## src/rtl/rv_pkg.sv

```systemverilog
// Shared integer-pipeline constants and the load funct3 encoding.
package rv_pkg;

  localparam int unsigned REGISTER_ADDRESS_WIDTH = 5;
  localparam int unsigned DATA_WIDTH             = 32;

  typedef enum logic [2:0] {
    LB  = 3'b000,
    LH  = 3'b001,
    LW  = 3'b010,
    LBU = 3'b100,
    LHU = 3'b101
  } ld_funct3_e;

endpackage

```

## src/rtl/load_extend.sv

```systemverilog
// Selects the byte/half lane of an aligned load word and sign/zero extends it;
// flags misaligned accesses and unknown funct3 encodings.
module load_extend
  import rv_pkg::*;
(
  input  logic [2:0]            funct3,
  input  logic [1:0]            offset,
  input  logic [DATA_WIDTH-1:0] word,
  output logic [DATA_WIDTH-1:0] data,
  output logic                  error
);

  logic [7:0]  byte_lane;
  logic [15:0] half_lane;

  always_comb begin
    byte_lane = 8'(word >> {offset, 3'b000});
    half_lane = offset[1] ? word[31:16] : word[15:0];
    data      = '0;
    error     = 1'b0;
    case (funct3)
      LB:  data = {{(DATA_WIDTH - 8){byte_lane[7]}}, byte_lane};
      LBU: data = {{(DATA_WIDTH - 8){1'b0}}, byte_lane};
      LH: begin
        data  = {{(DATA_WIDTH - 16){half_lane[15]}}, half_lane};
        error = offset[0];
      end
      LHU: begin
        data  = {{(DATA_WIDTH - 16){1'b0}}, half_lane};
        error = offset[0];
      end
      LW: begin
        data  = word;
        error = (offset != 2'b00);
      end
      default: error = 1'b1;
    endcase
  end

endmodule

```

## src/rtl/rf_writeback.sv

```systemverilog
// Sole owner of the register-file write port: arbitrates ALU results against
// load responses (ALU first), with a one-entry buffer for a displaced load.
module rf_writeback
  import rv_pkg::*;
(
  input  logic                              clk,
  input  logic                              s_reset,
  input  logic                              alu_valid,
  input  logic [REGISTER_ADDRESS_WIDTH-1:0] alu_rd,
  input  logic [DATA_WIDTH-1:0]             alu_data,
  input  logic                              ld_valid,
  output logic                              ld_ready,
  input  logic [REGISTER_ADDRESS_WIDTH-1:0] ld_rd,
  input  logic [2:0]                        ld_funct3,
  input  logic [1:0]                        ld_offset,
  input  logic [DATA_WIDTH-1:0]             ld_word,
  output logic                              rf_we,
  output logic [REGISTER_ADDRESS_WIDTH-1:0] rf_address,
  output logic [DATA_WIDTH-1:0]             rf_write_data,
  output logic                              ld_pending,
  output logic [REGISTER_ADDRESS_WIDTH-1:0] ld_pending_rd,
  output logic                              ld_error
);

  typedef enum logic {EMPTY, HELD} state_e;

  state_e                            state, state_next;
  logic [REGISTER_ADDRESS_WIDTH-1:0] buf_rd, buf_rd_next;
  logic [DATA_WIDTH-1:0]             buf_data, buf_data_next;
  logic                              rf_we_next;
  logic [REGISTER_ADDRESS_WIDTH-1:0] rf_address_next;
  logic [DATA_WIDTH-1:0]             rf_write_data_next;
  logic                              ld_error_next;

  logic [DATA_WIDTH-1:0]             ext_data;
  logic                              ext_error;
  logic                              accept;
  logic                              good_load;

  load_extend u_load_extend (
    .funct3 (ld_funct3),
    .offset (ld_offset),
    .word   (ld_word),
    .data   (ext_data),
    .error  (ext_error)
  );

  assign ld_ready      = (state == EMPTY) & ~s_reset;
  assign accept        = ld_valid & ld_ready;
  assign good_load     = accept & ~ext_error;
  assign ld_pending    = (state == HELD);
  assign ld_pending_rd = buf_rd;

  // Write selection: ALU, then buffered load, then a freshly accepted load.
  always_comb begin
    state_next         = state;
    buf_rd_next        = buf_rd;
    buf_data_next      = buf_data;
    rf_we_next         = 1'b0;
    rf_address_next    = rf_address;
    rf_write_data_next = rf_write_data;
    ld_error_next      = accept & ext_error;

    if (alu_valid) begin
      rf_we_next         = (alu_rd != '0);
      rf_address_next    = alu_rd;
      rf_write_data_next = alu_data;
      if (good_load) begin
        state_next    = HELD;
        buf_rd_next   = ld_rd;
        buf_data_next = ext_data;
      end
    end else if (state == HELD) begin
      rf_we_next         = (buf_rd != '0);
      rf_address_next    = buf_rd;
      rf_write_data_next = buf_data;
      state_next         = EMPTY;
    end else if (good_load) begin
      rf_we_next         = (ld_rd != '0);
      rf_address_next    = ld_rd;
      rf_write_data_next = ext_data;
    end
  end

  always_ff @(posedge clk) begin
    if (s_reset) begin
      state         <= EMPTY;
      buf_rd        <= '0;
      buf_data      <= '0;
      rf_we         <= 1'b0;
      rf_address    <= '0;
      rf_write_data <= '0;
      ld_error      <= 1'b0;
    end else begin
      state         <= state_next;
      buf_rd        <= buf_rd_next;
      buf_data      <= buf_data_next;
      rf_we         <= rf_we_next;
      rf_address    <= rf_address_next;
      rf_write_data <= rf_write_data_next;
      ld_error      <= ld_error_next;
    end
  end

endmodule

```

## config.mk

```make
export PLATFORM = sky130hd
export DESIGN_NAME = rf_writeback
export DESIGN_NICKNAME = d
export VERILOG_FILES = /design/src/rtl/rv_pkg.sv /design/src/rtl/load_extend.sv /design/src/rtl/rf_writeback.sv
export SDC_FILE = /design/constraint.sdc
export NUM_CORES = 1
export LEC_CHECK = 0
export ABC_AREA = 1
export CORE_MARGIN = 2
export CORE_UTILIZATION = 50
export DETAILED_ROUTE_END_ITERATION = 10
export PLACE_DENSITY_LB_ADDON = 0.25
export SLEW_MARGIN = 25
export SYNTH_ARGS = -nofsm -noshare
export SYNTH_HDL_FRONTEND = slang
export SYNTH_SLANG_ARGS = --single-unit
```

## constraint.sdc

```tcl
create_clock -name clk -period 4.6 [get_ports clk]
set_clock_uncertainty 0.1 [all_clocks]
set_input_delay 0.92 -clock clk [delete_from_list [all_inputs] [get_ports clk]]
set_output_delay 0.92 -clock clk [all_outputs]
set_load 0.005 [all_outputs]
```

Yosys cells after proc, flatten, opt, wreduce, memory -nomap -nowiden
Index checks and enable logic that the tools add are counted.
{"block": "totals", "regBits": 77, "memories": 0, "ram_bits": 0, "output_inout_bits": 46, "latch_bits": 0, "inputBits": 83, "mem_bits_ro": 0}
{"block": "op_classes", "shift": 1, "div": 0, "n_addsub": 0, "muxes": 12, "n_reduce_logical": 10, "n_lt_le_gt_ge": 0, "n_mul": 0, "bitwise_logic": 8, "n_eq_ne": 4}
{"operator": "$pmux W32 S5", "count": 1}
{"operator": "$mux W32", "count": 3}
{"operator": "$shr A32 B5 Y8", "count": 1}
{"operator": "$mux W16", "count": 1}
{"operator": "$mux W5", "count": 3}
{"operator": "$reduce_bool A5 Y1", "count": 3}
{"operator": "$eq A3 B3 Y1 const B", "count": 2}
{"operator": "$reduce_or A2 Y1", "count": 3}
{"operator": "$and A1 B1 Y1", "count": 4}
{"operator": "$not A1 Y1", "count": 4}
{"operator": "$eq A3 B1 Y1 const B", "count": 1}
{"operator": "$eq A3 B2 Y1 const B", "count": 1}
{"operator": "$logic_not A3 Y1", "count": 1}
{"operator": "$mux W1", "count": 3}
{"operator": "$pmux W1 S3", "count": 1}
{"operator": "$reduce_bool A3 Y1", "count": 1}
{"operator": "$reduce_and A2 Y1", "count": 1}
{"operator": "$reduce_bool A2 Y1", "count": 1}

Logic depth before layout (Yosys ltp)
Gate-level depths: netlist of run 1.
{"block": "logic_depth", "depth_word": 8, "mapped_depth": 10, "mapped_depth_nobuf": 9}

By module
A second synthesis of run 1 with hierarchy kept.
{"block": "unflattened", "hier_cells": 839, "area_unflattened_um2": 4794.6}
{"module": "rf_writeback", "cells_each": 626, "seq_area_each_um2": 1541.5, "instances": 1, "area_each_um2": 3827.4}
{"module": "load_extend", "cells_each": 213, "seq_area_each_um2": 0.0, "instances": 1, "area_each_um2": 967.2}

Least setup slack after synthesis of run 1
OpenSTA, ideal clock, no wires.
{"block": "synth_timing", "kind": "input to output", "startpoint": "in s_reset", "endpoint": "out ld_ready", "path_stages": 3, "setup_slack_ns": 2.127, "n_path_buf": 2, "t_arrival_ns": 1.453, "cell_sequence": "buf_2 -> clkbuf_1 -> nor2_1"}
{"block": "synth_between", "elab_chain_cells": 2}
{"element": "from (decl)", "line_no": "rf_writeback.sv:7", "source": "input logic s_reset,"}
{"element": "$not A1 Y1", "line_no": "rf_writeback.sv:48", "source": "assign ld_ready = (state == EMPTY) & ~s_reset;"}
{"element": "$and A1 B1 Y1", "line_no": "rf_writeback.sv:48"}
{"element": "to (decl)", "line_no": "rf_writeback.sv:12", "source": "output logic ld_ready,"}
No other way between the ends.

Final worst setup path of run 1
Same ends and word-level chain as after synthesis.

==> results of run 1 <==
[path summary, 6_finish.rpt]
path	to	slack, ns	depth (start not counted)	start
setup / recovery	ld_ready	1.25	4	s_reset
hold / removal	rf_address[3]	0.38	2	rf_address[3]
setup reg to reg	rf_write_data[10]	2.19	7	ld_pending
hold reg to reg	rf_address[3]	0.38	2	rf_address[3]
[per-layer routing]
layer,routed length (um),part of all wire
met5,0,0
met4,151,0.010
met3,1040,0.071
met2,6570,0.45
met1,6860,0.47
[sequential cells by signal, summed over array words and instances (netlist names)]
signal / flops
buf_data: 32
ld_error: 1
ld_pending: 1
ld_pending_rd: 5
rf_address: 5
rf_we: 1
rf_write_data: 32
[worst reg2reg max path: stages (launching register included)]
cell and delay [ns]:
dfxtp_1 0.50, nor3_4 0.30, nand4_2 0.33, nand2_2 0.57, buf_12 0.27, nand2_1 0.08
a21oi_1 0.12, nor2_1 0.06
[kinds of logic (layout without fill, tap and decap cells)]
kind of cell	Yosys count	in the layout	share of synthesized area
flops	77	77	0.355
compound gates	167	167	0.198
simple gates	377	377	0.350
buf+inv	89	194	0.0973
[per-stage QoR]
| stage | std cells | util | hold slack, ns | area, um^2 | setup slack (ns) |
|---|---|---|---|---|---|
| floorplan | 710 | - | 0.339 | 4350 | 2.13 |
| global placement | 907 | 0.650 | 0.348 | 5590 | 1.22 |
| detailed placement | 907 | 0.650 | 0.366 | 5590 | 1.13 |
| CTS | 923 | 0.679 | 0.378 | 5830 | 1.26 |
| global route | 923 | 0.679 | 0.395 | 5830 | 1.21 |
| finish | 923 | 0.679 | 0.379 | 5830 | 1.25 |
[cell usage in the layout (no fill, tap or decap)]
master	Yosys	layout
dfxtp_1	77	77
nand3_1	39	39
a22oi_1	4	4
buf_4	3	7
o21ai_0	79	79
clkbuf_1	20	1
nand4_2	1	1
nor2_2	3	3
nand4_1	4	4
o21ai_1	2	2
clkinvlp_4	0	1
inv_2	3	4
nor2_1	186	186
a21oi_1	76	76
bufinv_16	0	3
buf_2	18	1
clkbuf_8	0	10
nand2_1	137	137
buf_12	0	2
nor3_4	1	1
a211oi_1	2	2
nor3_1	1	1
clkdlybuf4s50_1	0	127
o31ai_1	1	1
inv_6	1	2
or2_2	2	2
inv_1	36	35
nand3_2	1	1
o211ai_1	3	3
clkinv_1	1	1
nand2_2	2	2
[final cells by class]
class,count,area (um^2),share of cell area
flip-flops and latches,77,1540,0.264
clock buffers,11,141,0.0242
inverters,41,159,0.0272
well taps,108,135,0.0232
repair buffers,137,1370,0.235
clock inverters,5,106,0.0182
multi-input cells,544,2380,0.408
[report_power, final]
part	switching (W)	internal (W)	leakage, nW	total, W
Sequential	0.0000220	0.000707	0.632	0.000729
Clock	0.000276	0.000378	0.120	0.000654
Combinational	0.000196	0.000183	1.96	0.000379
==> flow_metrics.py, run 1 <==
metrics = {
    "outcome": {
        "outcome": "complete, no violations",
    },
    "worst_setup_path": {
        "startpoint_type": "primary input",
        "crit_chain": "clkdlybuf4s50_1, buf_4, nor2_1, clkdlybuf4s50_1",
        "critPathKind": "primary input to output port",
        "worstPathArrival_ns": 2.33,
        "cp_num_buf_inv": 3,
        "worstPathMaxFanout": 36,
        "slowest_stage": "clkdlybuf4s50_1",
        "cp-end-kind": "output port",
        "worst_path_most_repeated_cell": "clkdlybuf4s50_1",
        "critical-path-top-delay-family": "buffers and inverters",
        "critPathMaxStageDelay_ns": 0.47,
        "required_ns": 3.58,
    },
    "global_route": {
        "grt_pass1_wl_mm": 23.7,
        "grt_use_met1": 0.438,
        "grt_pass1_vias": 4781,
        "antenna_found_initial": 0,
        "grt_util_all_layers": 0.306,
        "grt_start_max_net_pins": 45,
        "overflow": 0,
        "met3_usage": 0.0496,
        "grt_use_met2": 0.483,
        "grt_busiest_layer": "met2",
    },
    "clocking": {
        "numCtsBuffers": 9,
        "cts_resized": 0,
        "clk_pin_slew_ns": 0.08,
        "clk_path_buf_depth": 2,
        "cts_setup_buffers": 0,
        "clkLatencyLatePin_ns": 0.36,
        "htreeDepth": 3,
        "cts_tree": "yes",
        "ctsHoldBuffers": 0,
        "ctsRootBufferMaster": "clkbuf_8",
        "clock-sinks": 77,
    },
    "power_and_ir_drop": {
        "power_w": 0.00176,
        "powerDensity_nw_per_um2": 302,
        "irDropWorstVdd_mv": 0.227,
        "p_leak_nw": 2.71,
    },
    "detailed_routing": {
        "drtPass1Iterations": 5,
        "wirelength_mm": 14.6,
        "dr.first_iter.drc_count": 377,
        "drt_drc_violations_left": 0,
        "vias": 5053,
        "ant_nets": 0,
        "via_per_inst": 5.47,
        "routedWlPerCell_um": 15.8,
    },
    "synthesis": {
        "synth.top_cell.area_share": 0.355,
        "yosysTopAreaCell": "dfxtp_1",
        "synth_common_cells": "186 x nor2_1, 137 x nand2_1, 79 x o21ai_0",
        "synth_ff_type": "dfxtp_1",
        "synth-edff-count": 0,
        "ys_types": 29,
        "yosysMostFrequentCell": "nor2_1",
        "seq_area_frac_synth": 0.355,
        "async_reset_ff_frac": 0,
        "ys_top_cells_by_area": "dfxtp_1 35%, nor2_1 16%, nand2_1 12%",
        "syn-num-nets": 793,
        "syn_area_per_cell_um2": 6.12,
        "netlist_instances": 710,
        "syn_area_um2": 4350,
        "synth_warnings": 0,
        "ys_seq_elements": 77,
    },
    "sta": {
        "setup_viol": 0,
        "slew_headroom": 0.534,
        "rsz0062_at_grt": "false",
        "setup_tns_ns": 0,
        "maxSlewViolCount": 0,
        "tightest_slew_ns": 0.698,
        "finalCritPeriodShare": 0.728,
        "hold_viol_final": 0,
        "final.min_clock_period_ns": 3.35,
        "fmax_mhz": 299,
    },
    "placed_design": {
        "dpl.hpwl_mm": 9.88,
        "place_congestion": 0.929,
        "numPortBuffers": 128,
    },
    "finish": {
        "nFillCells": 773,
        "fin_nets": 893,
        "n_antenna_cell": 0,
        "layout-area-overhead-vs-synth_pct": 34.2,
        "drive_gt1_frac": 0.0491,
    },
    "min_path": {
        "hp-class": "flop to flop",
    },
    "floorplanning": {
        "initial_core_util": 0.506,
        "placementRows": 34,
        "die_h_um": 97.2,
        "die-area_um2": 9450,
        "ioPinCount": 129,
        "die_w_um": 97.2,
        "core-area_um2": 8590,
    },
    "run": {
        "maxCapViolCount": 0,
    },
}
Power figures use the tool's default switching activity.
==> run 2: changes to the inputs <==
--- a/config.mk
+++ b/config.mk
@@ -7,7 +7,7 @@
 export LEC_CHECK = 0
 export ABC_AREA = 1
 export CORE_MARGIN = 2
-export CORE_UTILIZATION = 50
+export CORE_UTILIZATION = 43
 export DETAILED_ROUTE_END_ITERATION = 10
 export PLACE_DENSITY_LB_ADDON = 0.25
 export SLEW_MARGIN = 25
==> constraint.sdc (replaced) <==
create_clock -name clk -period 2.81 [get_ports clk]
set_clock_uncertainty 0.1 [all_clocks]
set_input_delay 0.562 -clock clk [delete_from_list [all_inputs] [get_ports clk]]
set_output_delay 0.562 -clock clk [all_outputs]
set_load 0.005 [all_outputs]
==> flow_metrics.py, run 2 (same netlist as run 1, synthesis figures left out) <==
metrics = {
    "finish": {
        "ff_latch_area_um2": 1540,
        "final_common_cell": "nor2_1",
        "multi_input_area_um2": 2380,
        "layout-area-overhead-vs-synth_pct": 35.0,
        "n_antenna_cell": 0,
        "fin_nets": 902,
        "final_cell_mix": "186 x nor2_1, 137 x nand2_1, 127 x clkdlybuf4s50_1",
        "top_regs": "buf_data (32), rf_write_data (32)",
        "nFillCells": 955,
        "drive_gt1_frac": 0.0570,
    },
    "clocking": {
        "htreeDepth": 3,
        "cts_resized": 0,
        "clkLatencyLatePin_ns": 0.36,
        "cts_setup_buffers": 0,
        "clk_path_buf_depth": 2,
        "ctsHoldBuffers": 0,
        "clock-sinks": 77,
        "clk_pin_slew_ns": 0.08,
        "ctsRootBufferMaster": "clkbuf_8",
        "numCtsBuffers": 9,
        "cts_tree": "yes",
    },
    "placed_design": {
        "dpl.hpwl_mm": 10.4,
        "numPortBuffers": 128,
        "place_congestion": 0.946,
    },
    "detailed_routing": {
        "drtPass1Iterations": 5,
        "drt_drc_violations_left": 0,
        "vias": 4999,
        "routedWlPerCell_um": 14.9,
        "ant_nets": 0,
        "dr.first_iter.drc_count": 362,
        "wirelength_mm": 14.2,
        "via_per_inst": 5.22,
    },
    "worst_setup_path": {
        "cp-end-kind": "output port",
        "r2r_end": "rf_write_data[22]",
        "startpoint_type": "primary input",
        "worstPathArrival_ns": 1.76,
        "critPathKind": "primary input to output port",
        "reg2reg_depth": 4,
        "r2r_start": "ld_pending",
        "rrSetupSlack_ns": 0.55,
        "worstPathMaxFanout": 4,
        "required_ns": 2.15,
    },
    "sta": {
        "tightest_slew_ns": 0.636,
        "maxSlewViolCount": 0,
        "fmax_mhz": 413,
        "rsz0062_at_grt": "false",
        "final.min_clock_period_ns": 2.42,
        "hold_viol_final": 0,
        "setup_viol": 0,
        "setup_tns_ns": 0,
        "finalCritPeriodShare": 0.862,
        "slew_headroom": 0.576,
        "whs_ns": 0.364,
    },
    "power_and_ir_drop": {
        "p_clk_frac": 0.297,
        "p_switching_w": 0.000776,
        "comb_power_share": 0.242,
        "switching_share": 0.300,
        "p_leak_nw": 2.73,
        "seqPwrFrac": 0.461,
        "p_int_w": 0.00181,
        "irDropWorstVdd_mv": 0.248,
        "powerDensity_nw_per_um2": 441,
    },
    "floorplanning": {
        "die_w_um": 105,
        "die_h_um": 105,
        "ioPinCount": 129,
        "die-area_um2": 10900,
        "placementRows": 36,
        "initial_core_util": 0.445,
        "core-area_um2": 9770,
    },
    "global_route": {
        "grt_util_all_layers": 0.266,
        "overflow": 0,
        "grt_start_max_net_pins": 53,
        "grt_pass1_wl_mm": 23.5,
        "antenna_found_initial": 0,
        "grt_pass1_vias": 4673,
    },
    "min_path": {
        "min_path_cells": 2,
        "hp-class": "flop to flop",
        "worstHoldStart": "rf_address[3]",
        "min_to": "rf_address[3]",
    },
    "outcome": {
        "outcome": "complete, no violations",
    },
    "run": {
        "maxCapViolCount": 0,
    },
}
run 2: changes by cell type in the layout (fill, tap and decap cells not counted), sizes merged:
| cell | delta |
|---|---|
| buf | +9 |
| clkinv | +4 |
| bufinv | -3 |
| clkinvlp | -1 |
| inv | -1 |
| clkbuf | +1 |
run 2: worst max-delay path, stage by stage:
cell	delay, ns
clkdlybuf4s50_1	0.53
nor2_1	0.15
clkdlybuf4s50_1	0.52
run 2: per-stage QoR:
| stage | total power (W) | setup slack, ns | std cells | instance area, um^2 | utilization |
|---|---|---|---|---|---|
| 2_1_floorplan | 0.00152 | 0.987 | 710 | 4350 | - |
| 3_3_place_gp | 0.00183 | 0.288 | 941 | 5700 | 0.583 |
| 3_5_place_dp | 0.00184 | 0.223 | 941 | 5700 | 0.583 |
| 4_1_cts | 0.00259 | 0.375 | 957 | 5870 | 0.600 |
| 5_1_grt | 0.00272 | 0.330 | 957 | 5870 | 0.600 |
| 6_report | 0.00259 | 0.387 | 957 | 5870 | 0.600 |
run 2: power groups by stage:
stage	combinational [W]	sequential [W]	clock (W)
2_1_floorplan	0.000301	0.00122	0
3_3_place_gp	0.000614	0.00122	0
3_5_place_dp	0.000623	0.00122	0
4_1_cts	0.000626	0.00119	0.000776
5_1_grt	0.000693	0.00120	0.000828
6_report	0.000627	0.00119	0.000767
run 2: worst max-delay path by stage:
stage | start | end | depth (start not counted)
2_1_floorplan | s_reset | buf_data[10] | 9
3_3_place_gp | ld_offset[1] | rf_write_data[28] | 9
3_5_place_dp | ld_offset[1] | rf_write_data[28] | 9
4_1_cts | s_reset | ld_ready | 3
5_1_grt | s_reset | ld_ready | 3
6_report | s_reset | ld_ready | 3
run 2: cell type report:
type | count | share of cell area
clock buffer | 12 | 0.0247
clock inverter | 4 | 0.00405
inverter | 41 | 0.0271
multi-input combinational | 544 | 0.406
sequential | 77 | 0.263
tap | 133 | 0.0284
timing repair buffer | 146 | 0.247
run 2: layer usage:
layer | GRT usage | vias to the layer above | share of wire
li1 | - | 2501 | -
met1 | 0.366 | 2278 | 0.46
met2 | 0.415 | 201 | 0.45
met3 | 0.0514 | 19 | 0.073
met4 | 0.0917 | 0 | 0.015
met5 | 0 | - | 0
==> run 3: changes to the inputs <==
--- a/config.mk
+++ b/config.mk
@@ -9,6 +9,7 @@
 export CORE_MARGIN = 2
 export CORE_UTILIZATION = 43
 export DETAILED_ROUTE_END_ITERATION = 10
+export MAX_ROUTING_LAYER = met4
 export PLACE_DENSITY_LB_ADDON = 0.25
 export SLEW_MARGIN = 25
 export SYNTH_ARGS = -nofsm -noshare
==> flow_metrics.py, run 3 (same netlist as run 1, synthesis figures left out) <==
metrics = {
    "floorplanning": {
        "die-area_um2": 10900,
        "placementRows": 36,
        "die_h_um": 105,
        "initial_core_util": 0.445,
        "die_w_um": 105,
        "ioPinCount": 129,
        "core-area_um2": 9770,
    },
    "sta": {
        "finalCritPeriodShare": 0.861,
        "maxSlewViolCount": 0,
        "fmax_mhz": 413,
        "final.min_clock_period_ns": 2.42,
        "tightest_slew_ns": 0.658,
        "slew_headroom": 0.561,
        "setup_viol": 0,
        "setup_tns_ns": 0,
        "hold_viol_final": 0,
        "rsz0062_at_grt": "false",
    },
    "power_and_ir_drop": {
        "p_leak_nw": 2.74,
        "irDropWorstVdd_mv": 0.254,
        "powerDensity_nw_per_um2": 458,
    },
    "finish": {
        "final_cell_mix": "186 x nor2_1, 137 x nand2_1, 127 x clkdlybuf4s50_1",
        "fin_nets": 902,
        "n_antenna_cell": 0,
        "nFillCells": 948,
        "ff_latch_area_um2": 1540,
        "final_area_um2": 5900,
        "stdcell_count": 957,
        "top_regs": "buf_data (32), rf_write_data (32)",
        "multi_input_area_um2": 2380,
        "drive_gt1_frac": 0.0595,
        "final_common_cell": "nor2_1",
        "layout-area-overhead-vs-synth_pct": 35.9,
    },
    "detailed_routing": {
        "dr_wl_met3_um": 928,
        "drt_drc_violations_left": 0,
        "vias": 5107,
        "ant_nets": 0,
        "top_layer": "met4",
        "drtPass1Iterations": 5,
        "routedWlPerCell_um": 14.7,
        "met1Wirelength_mm": 6.52,
        "dr.first_iter.drc_count": 348,
        "via_per_inst": 5.34,
        "wirelength_mm": 14.0,
        "wl_met2_mm": 6.47,
    },
    "worst_setup_path": {
        "required_ns": 2.15,
        "startpoint_type": "primary input",
        "worstPathMaxFanout": 4,
        "critPathKind": "primary input to output port",
        "worstPathArrival_ns": 1.76,
        "cp-end-kind": "output port",
    },
    "clocking": {
        "cts_resized": 0,
        "cts_setup_buffers": 0,
        "numCtsBuffers": 9,
        "cts_tree": "yes",
        "clkLatencyLatePin_ns": 0.35,
        "clk_pin_slew_ns": 0.09,
        "ctsHoldBuffers": 0,
        "clock-sinks": 77,
        "clk_path_buf_depth": 2,
        "ctsRootBufferMaster": "clkbuf_8",
        "htreeDepth": 3,
    },
    "global_route": {
        "grt_pass1_vias": 4641,
        "grt_pass1_wl_mm": 23.0,
        "antenna_found_initial": 0,
        "overflow": 0,
        "grt_start_max_net_pins": 53,
        "grt_util_all_layers": 0.264,
    },
    "placed_design": {
        "dpl.hpwl_mm": 10.3,
        "place_congestion": 0.974,
        "numPortBuffers": 128,
        "placed_cells": 941,
        "place_area_um2": 5700,
    },
    "outcome": {
        "outcome": "complete, no violations",
    },
    "min_path": {
        "hp-class": "flop to flop",
    },
    "run": {
        "maxCapViolCount": 0,
    },
}
## run 3: cell types whose count changed in the layout (fill, tap and decap cells not counted), sizes merged
cell | previous run | this run
clkbuf | 12 | 9
bufinv | 0 | 1
clkinv | 5 | 4
clkinvlp | 0 | 1
inv | 40 | 42
## run 3: routing by layer
metal  vias to the layer above  GRT usage
li1                       2506          -
met1                      2378      0.364
met2                       206      0.405
met3                        17     0.0432
met4                         0     0.0647
met5                         -          -
## run 3: stage by stage
step | setup slack [ns] | utilization | hold WS, ns | total power (W)
after CTS | 0.389 | 0.604 | 0.366 | 0.00272
after global placement | 0.262 | 0.583 | 0.348 | 0.00183
after detailed placement | 0.244 | 0.583 | 0.354 | 0.00184
final | 0.390 | 0.604 | 0.364 | 0.00270
after floorplan | 0.987 | - | 0.339 | 0.00152
after global routing | 0.305 | 0.604 | 0.391 | 0.00284
## run 3: report_power, final
part           internal (W)  switching, W
clock              0.000424      0.000458
sequential          0.00116     0.0000348
combinational      0.000309      0.000318
total               0.00189      0.000811
## run 3: path summary, 6_finish.rpt
path | slack [ns] | to | cells after the start | start
setup / recovery | 0.39 | ld_ready | 3 | s_reset
hold / removal | 0.36 | rf_address[3] | 2 | rf_address[3]
setup reg to reg | 0.56 | rf_write_data[18] | 4 | ld_pending
hold reg to reg | 0.36 | rf_address[3] | 2 | rf_address[3]
## run 3: final cells by class
cell class,count,area share
timing repair buffer,146,0.245
multi-input combinational,544,0.403
sequential,77,0.261
clock buffer,9,0.0210
tap,133,0.0282
inverter,41,0.0269
clock inverter,7,0.0142
## run 3: critical path: stages
cell             delay, ns
clkdlybuf4s50_1       0.54
nor2_1                0.14
clkdlybuf4s50_1       0.51
